--- config.mk ---
export PLATFORM = sky130hd
export DESIGN_NAME = mem_port_arbiter_flat
export DESIGN_NICKNAME = d
export VERILOG_FILES = /design/src/rtl/mem_arb_pkg.sv /design/src/rtl/mem_port_arbiter_if.sv /design/src/rtl/mem_arb_select.sv /design/src/rtl/mem_port_arbiter.sv /design/src/flat_wrapper.sv
export SDC_FILE = /design/constraint.sdc
export NUM_CORES = 1
export LEC_CHECK = 0
export CELL_PAD_IN_SITES_DETAIL_PLACEMENT = 1
export CELL_PAD_IN_SITES_GLOBAL_PLACEMENT = 2
export CORE_MARGIN = 2
export CORE_UTILIZATION = 28
export CTS_CLUSTER_DIAMETER = 200
export DETAILED_ROUTE_END_ITERATION = 12
export GPL_TIMING_DRIVEN = 1
export PLACE_DENSITY = 0.86
export SLEW_MARGIN = 25
export SYNTH_ARGS = -nofsm -noshare
export SYNTH_HDL_FRONTEND = slang
export SYNTH_SLANG_ARGS = --single-unit
--- constraint.sdc ---
create_clock -name clk -period 9.6 [get_ports clk]
set_input_delay 1.44 -clock clk [delete_from_list [all_inputs] [get_ports clk]]
set_output_delay 1.44 -clock clk [all_outputs]
set_load 0.02 [all_outputs]
--- src/rtl/mem_arb_pkg.sv ---
// Shared types for the memory port arbiter: FSM states, requester IDs
// and the all-ones strobe used for instruction fetches.
package mem_arb_pkg;

  typedef enum logic [1:0] {
    IDLE  = 2'd0,
    ISSUE = 2'd1,
    WAIT  = 2'd2,
    RESP  = 2'd3
  } state_e;

  typedef enum logic {
    FETCH = 1'b0,
    DATA  = 1'b1
  } req_id_e;

  // Wide enough for any sensible DW; the top slices off DW/8 bits.
  localparam logic [127:0] FETCH_STRB_ONES = '1;

endpackage

--- src/rtl/mem_port_arbiter_if.sv ---
// Bundle of the fetch, load/store and memory-side signals of the arbiter.
// slave  : the arbiter's view.
// master : the environment's view (requesters + memory).
interface mem_port_arbiter_if #(
  parameter int AW = 32,
  parameter int DW = 32
);
  logic              i_req_valid;
  logic              i_req_ready;
  logic [AW-1:0]     i_addr;
  logic              i_rsp_valid;
  logic              i_rsp_err;
  logic [DW-1:0]     i_rdata;

  logic              d_req_valid;
  logic              d_req_ready;
  logic              d_we;
  logic [AW-1:0]     d_addr;
  logic [DW-1:0]     d_wdata;
  logic [DW/8-1:0]   d_wstrb;
  logic              d_rsp_valid;
  logic              d_rsp_err;
  logic [DW-1:0]     d_rdata;

  logic              mem_req;
  logic              mem_we;
  logic [AW-1:0]     mem_addr;
  logic [DW-1:0]     mem_wdata;
  logic [DW/8-1:0]   mem_wstrb;
  logic              mem_gnt;
  logic              mem_rvalid;
  logic [DW-1:0]     mem_rdata;

  modport slave (
    input  i_req_valid, i_addr,
    output i_req_ready, i_rsp_valid, i_rsp_err, i_rdata,
    input  d_req_valid, d_we, d_addr, d_wdata, d_wstrb,
    output d_req_ready, d_rsp_valid, d_rsp_err, d_rdata,
    output mem_req, mem_we, mem_addr, mem_wdata, mem_wstrb,
    input  mem_gnt, mem_rvalid, mem_rdata
  );

  modport master (
    output i_req_valid, i_addr,
    input  i_req_ready, i_rsp_valid, i_rsp_err, i_rdata,
    output d_req_valid, d_we, d_addr, d_wdata, d_wstrb,
    input  d_req_ready, d_rsp_valid, d_rsp_err, d_rdata,
    input  mem_req, mem_we, mem_addr, mem_wdata, mem_wstrb,
    output mem_gnt, mem_rvalid, mem_rdata
  );
endinterface

--- src/rtl/mem_arb_select.sv ---
// Requester selection for the memory port arbiter.
// Default: data has priority, but after MAX_DATA_STREAK consecutive data
// grants with fetch waiting, fetch wins the next tie.
// With MEM_ARB_ROUND_ROBIN_EN defined: ties go to whoever was not granted
// last (data wins the first tie after reset).
module mem_arb_select
  import mem_arb_pkg::*;
#(
  parameter int MAX_DATA_STREAK = 4
) (
  input  logic    clk,
  input  logic    rst,
  input  logic    i_valid,
  input  logic    d_valid,
  input  logic    grant_en,
  output req_id_e winner
);

`ifdef MEM_ARB_ROUND_ROBIN_EN

  req_id_e last_grant;

  // Alternate on ties, otherwise pick whoever is asking.
  always_comb begin
    winner = FETCH;
    if (i_valid && d_valid) winner = (last_grant == FETCH) ? DATA : FETCH;
    else if (d_valid)       winner = DATA;
  end

  // Remember who was granted last.
  always_ff @(posedge clk or posedge rst) begin
    if (rst)                               last_grant <= FETCH;
    else if (grant_en && (i_valid || d_valid)) last_grant <= winner;
  end

`else

  localparam int SW = (MAX_DATA_STREAK > 0) ? $clog2(MAX_DATA_STREAK + 1) : 1;

  logic [SW-1:0] streak;
  logic          at_limit;

  assign at_limit = (streak == SW'(MAX_DATA_STREAK));

  // Data wins unless fetch has been waiting through a full data streak.
  always_comb begin
    winner = FETCH;
    if (d_valid && !(i_valid && at_limit)) winner = DATA;
  end

  // Count data grants that happen while fetch is waiting.
  always_ff @(posedge clk or posedge rst) begin
    if (rst)           streak <= '0;
    else if (!i_valid) streak <= '0;
    else if (grant_en) streak <= (winner == DATA) ? streak + SW'(1) : '0;
  end

`endif

endmodule

--- src/rtl/mem_port_arbiter.sv ---
// Single-outstanding arbiter sharing one memory port between instruction
// fetch (read-only) and load/store (read/write). A lost response is turned
// into an error response after TIMEOUT wait cycles (0 = never).
// Build option: MEM_ARB_ROUND_ROBIN_EN selects round-robin tie-breaking
// instead of data priority with a fetch anti-starvation limit.
module mem_port_arbiter
  import mem_arb_pkg::*;
#(
  parameter int AW              = 32,
  parameter int DW              = 32,
  parameter int MAX_DATA_STREAK = 4,
  parameter int TIMEOUT         = 64
) (
  input logic              clk,
  input logic              rst,
  mem_port_arbiter_if.slave bus
);

  localparam int SBW  = DW / 8;
  localparam int TW   = (TIMEOUT > 1) ? $clog2(TIMEOUT) : 1;
  localparam int TLIM = (TIMEOUT > 0) ? TIMEOUT - 1 : 0;

  state_e        state;
  req_id_e       owner;
  req_id_e       winner;
  logic [TW-1:0] timer;
  logic          grant_en;
  logic          accept;
  logic          timed_out;
  logic          wait_done;
  logic [DW-1:0] rsp_data;

  // Requests are only taken while idle; reset also forces ready low.
  assign grant_en = !rst && (state == IDLE);

  mem_arb_select #(
    .MAX_DATA_STREAK(MAX_DATA_STREAK)
  ) u_select (
    .clk      (clk),
    .rst      (rst),
    .i_valid  (bus.i_req_valid),
    .d_valid  (bus.d_req_valid),
    .grant_en (grant_en),
    .winner   (winner)
  );

  assign bus.i_req_ready = grant_en && bus.i_req_valid && (winner == FETCH);
  assign bus.d_req_ready = grant_en && bus.d_req_valid && (winner == DATA);
  assign accept          = bus.i_req_ready || bus.d_req_ready;

  // Wait-phase completion: real response, or the timer ran out.
  always_comb begin
    timed_out = (TIMEOUT != 0) && (timer == TW'(TLIM));
    wait_done = bus.mem_rvalid || timed_out;
    rsp_data  = (bus.mem_rvalid && !bus.mem_we) ? bus.mem_rdata : '0;
  end

  // Transaction FSM; all memory-side and response outputs are registered.
  always_ff @(posedge clk or posedge rst) begin
    if (rst) begin
      state           <= IDLE;
      owner           <= FETCH;
      timer           <= '0;
      bus.mem_req     <= 1'b0;
      bus.mem_we      <= 1'b0;
      bus.mem_addr    <= '0;
      bus.mem_wdata   <= '0;
      bus.mem_wstrb   <= '0;
      bus.i_rsp_valid <= 1'b0;
      bus.i_rsp_err   <= 1'b0;
      bus.i_rdata     <= '0;
      bus.d_rsp_valid <= 1'b0;
      bus.d_rsp_err   <= 1'b0;
      bus.d_rdata     <= '0;
    end else begin
      case (state)
        IDLE: begin
          if (accept) begin
            owner       <= winner;
            bus.mem_req <= 1'b1;
            if (winner == DATA) begin
              bus.mem_we    <= bus.d_we;
              bus.mem_addr  <= bus.d_addr;
              bus.mem_wdata <= bus.d_wdata;
              bus.mem_wstrb <= bus.d_wstrb;
            end else begin
              bus.mem_we    <= 1'b0;
              bus.mem_addr  <= bus.i_addr;
              bus.mem_wdata <= '0;
              bus.mem_wstrb <= FETCH_STRB_ONES[SBW-1:0];
            end
            state <= ISSUE;
          end
        end
        ISSUE: begin
          // Fields stay frozen until the memory takes the request.
          if (bus.mem_gnt) begin
            bus.mem_req <= 1'b0;
            timer       <= '0;
            state       <= WAIT;
          end
        end
        WAIT: begin
          if (wait_done) begin
            if (owner == FETCH) begin
              bus.i_rsp_valid <= 1'b1;
              bus.i_rsp_err   <= !bus.mem_rvalid;
              bus.i_rdata     <= rsp_data;
            end else begin
              bus.d_rsp_valid <= 1'b1;
              bus.d_rsp_err   <= !bus.mem_rvalid;
              bus.d_rdata     <= rsp_data;
            end
            state <= RESP;
          end else begin
            timer <= timer + TW'(1);
          end
        end
        RESP: begin
          // One-cycle pulse; data/err registers keep their value.
          bus.i_rsp_valid <= 1'b0;
          bus.d_rsp_valid <= 1'b0;
          state           <= IDLE;
        end
        default: state <= IDLE;
      endcase
    end
  end

endmodule

--- src/flat_wrapper.sv ---
// flat-port wrapper written by rule: the top's interface ports become plain ports
module mem_port_arbiter_flat import mem_arb_pkg::*;
#(
  parameter int AW              = 32,
  parameter int DW              = 32,
  parameter int MAX_DATA_STREAK = 4,
  parameter int TIMEOUT         = 64
)
  (clk, rst, bus_i_req_valid, bus_i_addr, bus_i_req_ready, bus_i_rsp_valid, bus_i_rsp_err, bus_i_rdata, bus_d_req_valid, bus_d_we, bus_d_addr, bus_d_wdata, bus_d_wstrb, bus_d_req_ready, bus_d_rsp_valid, bus_d_rsp_err, bus_d_rdata, bus_mem_req, bus_mem_we, bus_mem_addr, bus_mem_wdata, bus_mem_wstrb, bus_mem_gnt, bus_mem_rvalid, bus_mem_rdata);
  mem_port_arbiter_if #(.AW(AW), .DW(DW)) bus_i ();
  input logic clk;
  input logic rst;
  input wire logic [$bits(bus_i.i_req_valid)-1:0] bus_i_req_valid;
  input wire logic [$bits(bus_i.i_addr)-1:0] bus_i_addr;
  output wire logic [$bits(bus_i.i_req_ready)-1:0] bus_i_req_ready;
  output wire logic [$bits(bus_i.i_rsp_valid)-1:0] bus_i_rsp_valid;
  output wire logic [$bits(bus_i.i_rsp_err)-1:0] bus_i_rsp_err;
  output wire logic [$bits(bus_i.i_rdata)-1:0] bus_i_rdata;
  input wire logic [$bits(bus_i.d_req_valid)-1:0] bus_d_req_valid;
  input wire logic [$bits(bus_i.d_we)-1:0] bus_d_we;
  input wire logic [$bits(bus_i.d_addr)-1:0] bus_d_addr;
  input wire logic [$bits(bus_i.d_wdata)-1:0] bus_d_wdata;
  input wire logic [$bits(bus_i.d_wstrb)-1:0] bus_d_wstrb;
  output wire logic [$bits(bus_i.d_req_ready)-1:0] bus_d_req_ready;
  output wire logic [$bits(bus_i.d_rsp_valid)-1:0] bus_d_rsp_valid;
  output wire logic [$bits(bus_i.d_rsp_err)-1:0] bus_d_rsp_err;
  output wire logic [$bits(bus_i.d_rdata)-1:0] bus_d_rdata;
  output wire logic [$bits(bus_i.mem_req)-1:0] bus_mem_req;
  output wire logic [$bits(bus_i.mem_we)-1:0] bus_mem_we;
  output wire logic [$bits(bus_i.mem_addr)-1:0] bus_mem_addr;
  output wire logic [$bits(bus_i.mem_wdata)-1:0] bus_mem_wdata;
  output wire logic [$bits(bus_i.mem_wstrb)-1:0] bus_mem_wstrb;
  input wire logic [$bits(bus_i.mem_gnt)-1:0] bus_mem_gnt;
  input wire logic [$bits(bus_i.mem_rvalid)-1:0] bus_mem_rvalid;
  input wire logic [$bits(bus_i.mem_rdata)-1:0] bus_mem_rdata;
  assign bus_i.i_req_valid = bus_i_req_valid;
  assign bus_i.i_addr = bus_i_addr;
  assign bus_i_req_ready = bus_i.i_req_ready;
  assign bus_i_rsp_valid = bus_i.i_rsp_valid;
  assign bus_i_rsp_err = bus_i.i_rsp_err;
  assign bus_i_rdata = bus_i.i_rdata;
  assign bus_i.d_req_valid = bus_d_req_valid;
  assign bus_i.d_we = bus_d_we;
  assign bus_i.d_addr = bus_d_addr;
  assign bus_i.d_wdata = bus_d_wdata;
  assign bus_i.d_wstrb = bus_d_wstrb;
  assign bus_d_req_ready = bus_i.d_req_ready;
  assign bus_d_rsp_valid = bus_i.d_rsp_valid;
  assign bus_d_rsp_err = bus_i.d_rsp_err;
  assign bus_d_rdata = bus_i.d_rdata;
  assign bus_mem_req = bus_i.mem_req;
  assign bus_mem_we = bus_i.mem_we;
  assign bus_mem_addr = bus_i.mem_addr;
  assign bus_mem_wdata = bus_i.mem_wdata;
  assign bus_mem_wstrb = bus_i.mem_wstrb;
  assign bus_i.mem_gnt = bus_mem_gnt;
  assign bus_i.mem_rvalid = bus_mem_rvalid;
  assign bus_i.mem_rdata = bus_mem_rdata;
  mem_port_arbiter #(.AW(AW), .DW(DW), .MAX_DATA_STREAK(MAX_DATA_STREAK), .TIMEOUT(TIMEOUT)) u_core (.clk(clk), .rst(rst), .bus(bus_i));
endmodule
Word level (Yosys, flattened, before mapping):

Cells that the tools add are included.

* register bits after elaboration: 150
* bits of input ports: 139
* word-level logic and storage cells: 82

* add/subtract/negate cells: 2
* equality and inequality tests: 12
* multiplexer cells: 25
* bitwise logic cells: 2
* reduce and logical (&&, ||, !) cells: 26

Operators with widths (count)
* $mux W32: 3
* $reduce_and A3 Y1: 7
* $mux W6: 2
* $pmux W6 S2: 1
* $mux W3: 3
* $logic_and A1 B1 Y1: 8
* $mux W1: 8
* $ne A2 B1 Y1 const B: 4
* $pmux W2 S4: 1
* $add A6 B1 Y6 const B: 1
* $eq A6 B6 Y1 const B: 1
* $mux W2: 3
* $ne A2 B2 Y1 const B: 3
* $pmux W1 S2: 3
* $reduce_bool A2 Y1: 3
* $eq A2 B2 Y1 const B: 2
* $logic_not A1 Y1: 4
* $mux W4: 1
* $add A3 B1 Y3 const B: 1
* $eq A3 B3 Y1 const B: 1
* $eq A2 B1 Y1 const B: 1
* $logic_not A2 Y1: 1
* $logic_or A1 B1 Y1: 2
* $not A1 Y1: 2
* $reduce_and A2 Y1: 1

Longest topological paths before layout:

Gate-level depths: netlist (run 1).

* depth in word-level cells: 10
* mapped depth: 8

By module:

Synthesis (run 1) repeated with hierarchy kept, for this count alone.

* cell total of the unflattened synthesis: 510
* area, all modules: 6418.7 µm²

Modules (own cells, without submodules)
* mem_port_arbiter: instances 1, cells each 488, area an instance 6221.0 µm²
* mem_arb_select: instances 1, cells each 22, area an instance 197.7 µm²

Least setup slack after synthesis (run 1):

Ideal clock, no wire load.

* path type: input to output
* from: input bus_i_req_valid
* to: output bus_i_req_ready
* arrival: 2284 ps
* setup slack: 5876 ps
* stages on the path: 5
* cells stage by stage: buf_4 nand3_2 nand2_2 buf_6 and3_1

* longest elaborated chain between the ends: 6
* elaborated cells on any way between the ends: 7
* those cells by class: mux: 1; bitwise: 1; reduce/logical: 5

Ends and longest elaborated chain
* start: declaration: RTL line flat_wrapper.sv:13 `input wire logic [$bits(bus_i.i_req_valid)-1:0] bus_i_req_valid;`
* $logic_and A1 B1 Y1: RTL line mem_arb_select.sv:48 `if (d_valid && !(i_valid && at_limit)) winner = DATA;`
* $logic_not A1 Y1: RTL line mem_arb_select.sv:48
* $logic_and A1 B1 Y1: RTL line mem_arb_select.sv:48
* $mux W1: RTL line mem_arb_select.sv:48
* $not A1 Y1: RTL line mem_port_arbiter.sv:47 `assign bus.i_req_ready = grant_en && bus.i_req_valid && (winner == FETCH);`
* $logic_and A1 B1 Y1 (*): RTL line mem_port_arbiter.sv:47
* end: declaration: RTL line flat_wrapper.sv:15 `output wire logic [$bits(bus_i.i_req_ready)-1:0] bus_i_req_ready;`

Every way passes the cells marked *; elsewhere a longest branch is shown, timed or not.

Final worst setup path (run 1):

Ends and elaborated chain as after synthesis.

==> flow_metrics.env, run 1 <==
export IMPL_cp_top_family="buffers and inverters"
export IMPL_dp_hpwl_um=14200
export IMPL_drive_gt1_share_pct=6.81
export IMPL_path_cells="clkdlybuf4s50_1 > nand3_2 > nand2_2 > buf_4 > and3_1 > clkdlybuf4s50_1"
export IMPL_fin_crit_ns=5.11
export IMPL_final_nets=898
export IMPL_layout_common_cells="278 x clkdlybuf4s50_1, 150 x dfrtp_1, 100 x a22o_1, 45 x nand2_1, 34 x mux2i_1"
export IMPL_start_util_pct=28.3
export IMPL_ys_async_sr_fraction_pct=100
export IMPL_powerDensity_nw_per_um2=331
export IMPL_cts_tree="yes"
export IMPL_synth_cells=480
export IMPL_grt_pass1_wl_um=31700
export IMPL_drt_pass1_iter_count=4
export IMPL_critPathBufInv=3
export IMPL_grt_max_degree=98
export IMPL_setup_viol=0
export IMPL_cts_root_buf="clkbuf_16"
export IMPL_rr_worst_depth=7
export IMPL_synth_seq_cells=150
export IMPL_clockBufferDepth=2
export IMPL_cts_max_level=4
export IMPL_ant_nets=0
export IMPL_io_pins=279
export IMPL_ctsHoldBuffers=0
export IMPL_hp_class="reg -> reg"
export IMPL_cpMostUsedCell="clkdlybuf4s50_1"
export IMPL_gp_congestion=0.818
export IMPL_cts_num_sinks=150
export IMPL_area_growth_pct=59.7
export IMPL_io_buffer_count=278
export IMPL_overflow=0
export IMPL_fin_hold_ws_ns=0.482
export IMPL_drc=0
export IMPL_place_area_um2=9140
export IMPL_yosysUniqueCellTypes=46
export IMPL_max_freq_mhz=196
export IMPL_min_delay_path_depth=2
export IMPL_routed_via_density=4.85
export IMPL_critPathArrivalTime_ns=3.68
export IMPL_period_share_pct=53.3
export IMPL_finalHoldViolCount=0
export IMPL_cts_resized=0
export IMPL_cts_buffers=17
export IMPL_wl_um=19600
export IMPL_cap_violations=0
export IMPL_fillCellCount=2264
export IMPL_postCtsSetupBuffers=0
export IMPL_syn_avg_cell_area_um2=12.7
export IMPL_crit_type="in -> out"
export IMPL_vias=5069
export IMPL_place_ws_ns=4.45
export IMPL_cp_slowest_cell="clkdlybuf4s50_1"
export IMPL_clock_latency_ns=0.43
export IMPL_slowest_delay_ns=0.69
export IMPL_setup_ws_ns=4.49
export IMPL_p_leak_nw=4.32
export IMPL_maxSlewViolCount=0
export IMPL_fin_skew_ns=0.0122
export IMPL_slew_headroom_pct=39.9
export IMPL_total_power_mw=3.23
export IMPL_clk_pin_slew_ns=0.06
export IMPL_place_inst=1012
export IMPL_rsz0062_at_grt="false"
export IMPL_yosys_warnings=0
export IMPL_worst_pin_slew_ns=0.901
export IMPL_setup_tns_ns=0
export IMPL_ir_drop_mv=0.133
export IMPL_outcome="complete, no violations"
export IMPL_grt_use_total_pct=17.2
export IMPL_utilization_pct=45.2
export IMPL_cp_start_kind="primary input"
export IMPL_grt_pass1_vias=5695
export IMPL_synth_edf_count=0
export IMPL_yosysSeqAreaShare_pct=61.3
export IMPL_fin_area_um2=9770
export IMPL_wire_per_inst_um=18.8
export IMPL_antenna_found_initial=1
export IMPL_synth_nets=627
export IMPL_finish_cell_count_without_fillers=1045
export IMPL_required_ns=8.16
export IMPL_synthFlopType="dfrtp_1"
export IMPL_path_max_fanout=33
export IMPL_crit_cells=6
export IMPL_final_common_cell="clkdlybuf4s50_1"
export IMPL_initialDrtViolationCount=161
export IMPL_rows=54
export IMPL_core_um2=21600
export IMPL_dieArea_um2=23100
export IMPL_die_w_um=152
export IMPL_netlist_area_um2=6120
export IMPL_die_height_um=152
export IMPL_critPathCaptureType="output pin"
layer usage:
| metal | track usage [%] | vias up | part of all wire, % |
|---|---|---|---|
| met5 | 0 | - | 0 |
| met4 | 5.92 | 0 | 1.9 |
| met3 | 6.39 | 22 | 7.8 |
| met2 | 28.8 | 216 | 49 |
| met1 | 20.5 | 2519 | 42 |
| li1 | - | 2312 | - |
cell usage after synthesis (5+ instances only):
library cell | number | area (um2)
o21ai_0 | 31 | 155
a21oi_1 | 8 | 40.0
nand2_1 | 45 | 169
nor2b_1 | 5 | 31.3
buf_2 | 18 | 90.1
a22o_1 | 100 | 876
inv_1 | 7 | 26.3
clkbuf_1 | 6 | 22.5
o21ai_1 | 6 | 30.0
mux2i_1 | 34 | 340
ha_1 | 8 | 100
dfrtp_1 | 150 | 3750
nand3_1 | 5 | 25.0
buf_6 | 7 | 78.8
power breakdown:
part           internal (mW)  total [mW]  leakage, nW  switching (mW)
Sequential             0.904        1.09         1.91           0.182
Clock                  0.401       0.709        0.306           0.308
Combinational          0.717        1.44         2.10           0.722
final timing paths:
kind | start | to | slack [ns]
setup / recovery | bus_i_req_valid | bus_i_req_ready | 4.49
hold / removal | u_core.bus.mem_addr[23] | u_core.bus.mem_addr[23] | 0.48
setup reg to reg | u_core.state[0] | u_core.bus.d_rdata[27] | 7.11
hold reg to reg | u_core.bus.mem_addr[23] | u_core.bus.mem_addr[23] | 0.48
max in group asynchronous | rst | u_core.bus.d_rdata[0] | 6.85
min in group asynchronous | rst | u_core.bus.mem_wstrb[1] | 1.55
cell type report:
cell class                 instances  area (um2)  share of cell area [%]
sequential                       150        3750                    38.4
tap                              280         350                    3.58
antenna                            1        2.50                  0.0256
timing repair buffer             286        2860                    29.2
clock inverter                    15         203                    2.07
clock buffer                      17         425                    4.35
inverter                           8        35.0                   0.358
multi-input combinational        288        2150                    22.0
state kept, by name, indices dropped and copies added (netlist names):
signal                  flops
u_core.state                2
u_core.bus.i_rsp_err        1
u_core.bus.mem_wstrb        4
u_core.timer                6
u_core.bus.d_rsp_valid      1
u_core.u_select.streak      3
u_core.bus.mem_wdata       32
u_core.bus.i_rsp_valid      1
u_core.bus.d_rsp_err        1
u_core.owner                1
u_core.bus.mem_req          1
u_core.bus.mem_addr        32
u_core.bus.d_rdata         32
u_core.bus.mem_we           1
u_core.bus.i_rdata         32
cell families after synthesis:
logic type,count (synthesis),share of synthesized area [%]
AO/OA/AOI/OAI,165,20.7
flip-flops,150,61.3
AND/OR/NAND/NOR,80,6.56
adder cells (fa/ha/maj),8,1.64
buffers and inverters,42,3.93
multiplexers,35,5.81
worst reg2reg max path, stage by stage (launching register included):
cell and delay, ns:
dfrtp_1 0.42, inv_1 0.13, ha_1 0.58, nand2_1 0.28, nor3_4 0.47, buf_6 0.22, buf_8 0.16, a22o_1 0.17
Power figures use the tool's default switching activity.
==> run 2, diff against run 1 <==
Settings changed: CORE_UTILIZATION 28 to 23, PLACE_DENSITY 0.86 to 0.75.
Clock period 9.6 ns to 4.3 ns, I/O delays scaled along.
==> flow_metrics.env, run 2 (synthesis results as in run 1) <==
export IMPL_outcome="complete, no violations"
export IMPL_ctsHoldBuffers=0
export IMPL_gp_congestion=0.702
export IMPL_clockBufferDepth=2
export IMPL_rr_worst_depth=7
export IMPL_grt_use_total_pct=14.7
export IMPL_grt_max_degree=98
export IMPL_die_height_um=167
export IMPL_wire_per_inst_um=18.4
export IMPL_layout_common_cells="278 x clkdlybuf4s50_1, 150 x dfrtp_1, 100 x a22o_1, 45 x nand2_1, 34 x mux2i_1"
export IMPL_place_ws_ns=1.11
export IMPL_cp_top_family="buffers and inverters"
export IMPL_drive_gt1_share_pct=7.05
export IMPL_postCtsSetupBuffers=0
export IMPL_reg2reg_from="u_core.state[0]"
export IMPL_grt_pass1_wl_um=32100
export IMPL_critPathArrivalTime_ns=2.51
export IMPL_critPathBufInv=3
export IMPL_maxSlewViolCount=0
export IMPL_core_um2=26100
export IMPL_dieArea_um2=27900
export IMPL_io_buffer_count=278
export IMPL_cts_tree="yes"
export IMPL_drc=0
export IMPL_powerDensity_nw_per_um2=725
export IMPL_io_pins=279
export IMPL_place_area_um2=9230
export IMPL_area_growth_pct=60.6
export IMPL_fin_skew_ns=0.0130
export IMPL_cts_buffers=17
export IMPL_finalHoldViolCount=0
export IMPL_rsz0062_at_grt="false"
export IMPL_path_max_fanout=7
export IMPL_rows=59
export IMPL_start_util_pct=23.5
export IMPL_cts_max_level=4
export IMPL_wl_um=20300
export IMPL_ff2ff_setup_slack_ns=1.79
export IMPL_crit_type="in -> out"
export IMPL_drt_pass1_iter_count=4
export IMPL_cp_slowest_cell="clkdlybuf4s50_1"
export IMPL_cts_resized=0
export IMPL_cpMostUsedCell="clkdlybuf4s50_1"
export IMPL_cts_num_sinks=150
export IMPL_path_cells="clkdlybuf4s50_1 > and2b_1 > nand3_2 > inv_2 > clkdlybuf4s50_1"
export IMPL_initialDrtViolationCount=205
export IMPL_slew_headroom_pct=42.3
export IMPL_grt_pass1_vias=5429
export IMPL_slowest_delay_ns=0.65
export IMPL_cp_start_kind="primary input"
export IMPL_vias=5016
export IMPL_hp_class="reg -> reg"
export IMPL_worst_pin_slew_ns=0.863
export IMPL_clock_latency_ns=0.42
export IMPL_antenna_found_initial=1
export IMPL_dp_hpwl_um=14500
export IMPL_setup_tns_ns=0
export IMPL_crit_end="bus_d_req_ready"
export IMPL_place_inst=1068
export IMPL_die_w_um=167
export IMPL_startpoint="rst"
export IMPL_critPathCaptureType="output pin"
export IMPL_period_share_pct=73.5
export IMPL_max_freq_mhz=317
export IMPL_overflow=0
export IMPL_final_nets=900
export IMPL_final_common_cell="clkdlybuf4s50_1"
export IMPL_finish_cell_count_without_fillers=1101
export IMPL_ir_drop_mv=0.311
export IMPL_cap_violations=0
export IMPL_fin_area_um2=9830
export IMPL_setup_ws_ns=1.14
export IMPL_fin_hold_ws_ns=0.479
export IMPL_required_ns=3.65
export IMPL_clk_pin_slew_ns=0.06
export IMPL_fin_crit_ns=3.16
export IMPL_setup_viol=0
export IMPL_cts_root_buf="clkbuf_16"
export IMPL_diodes=0
export IMPL_r2r_end="u_core.bus.d_rdata[4]"
export IMPL_p_leak_nw=4.31
export IMPL_ant_nets=0
export IMPL_routed_via_density=4.56
export IMPL_crit_cells=5
-- run 2: worst min-delay path by stage --
stage / startpoint / end / slack [ns] / cells after the start
final: u_core.bus.mem_addr[24] / u_core.bus.mem_addr[24] / 0.48 / 2
after global routing: u_core.bus.mem_addr[19] / u_core.bus.mem_addr[19] / 0.50 / 2
after global placement: u_core.bus.mem_addr[12] / u_core.bus.mem_addr[12] / 0.46 / 2
after floorplan: u_core.u_select.streak[0] / u_core.u_select.streak[0] / 0.50 / 2
after CTS: u_core.bus.mem_addr[23] / u_core.bus.mem_addr[23] / 0.49 / 2
after detailed placement: u_core.bus.mem_addr[21] / u_core.bus.mem_addr[21] / 0.47 / 2
-- run 2: cell type report --
class / count / area, um2
Sequential cell: 150 / 3750
Tap cell: 335 / 419
Timing Repair Buffer: 288 / 2890
Fill cell: 2811 / 16200
Clock inverter: 15 / 159
Multi-Input combinational cell: 288 / 2150
Inverter: 8 / 33.8
Clock buffer: 17 / 425
-- run 2: stage by stage --
step                      total power [mW]  utilization, %
final                                 7.13            37.7
after global placement                5.61            35.4
after global routing                  7.57            37.7
after detailed placement              5.67            35.4
after floorplan                       4.00               -
after CTS                             7.24            37.7
-- run 2: routing by layer --
metal	vias up	global-route usage [%]	share of wire, %
met1	2464	18.7	44
met2	224	22.9	45
li1	2313	-	-
met4	2	3.60	0.78
met5	-	0	0.064
met3	13	6.43	10
-- run 2: worst register-to-register path: cells and delay by family (launching register included) --
kind / cells / cell delay [ns]
compound gates: 1 / 0.15
flops: 1 / 0.42
fa+ha+maj: 1 / 0.57
buf+inv: 3 / 0.55
simple gates: 2 / 0.74
-- run 2: where the power goes --
part	switching [mW]	internal (mW)	leakage [nW]
clock	0.692	0.823	0.282
combinational	1.60	1.61	2.12
sequential	0.385	2.02	1.91
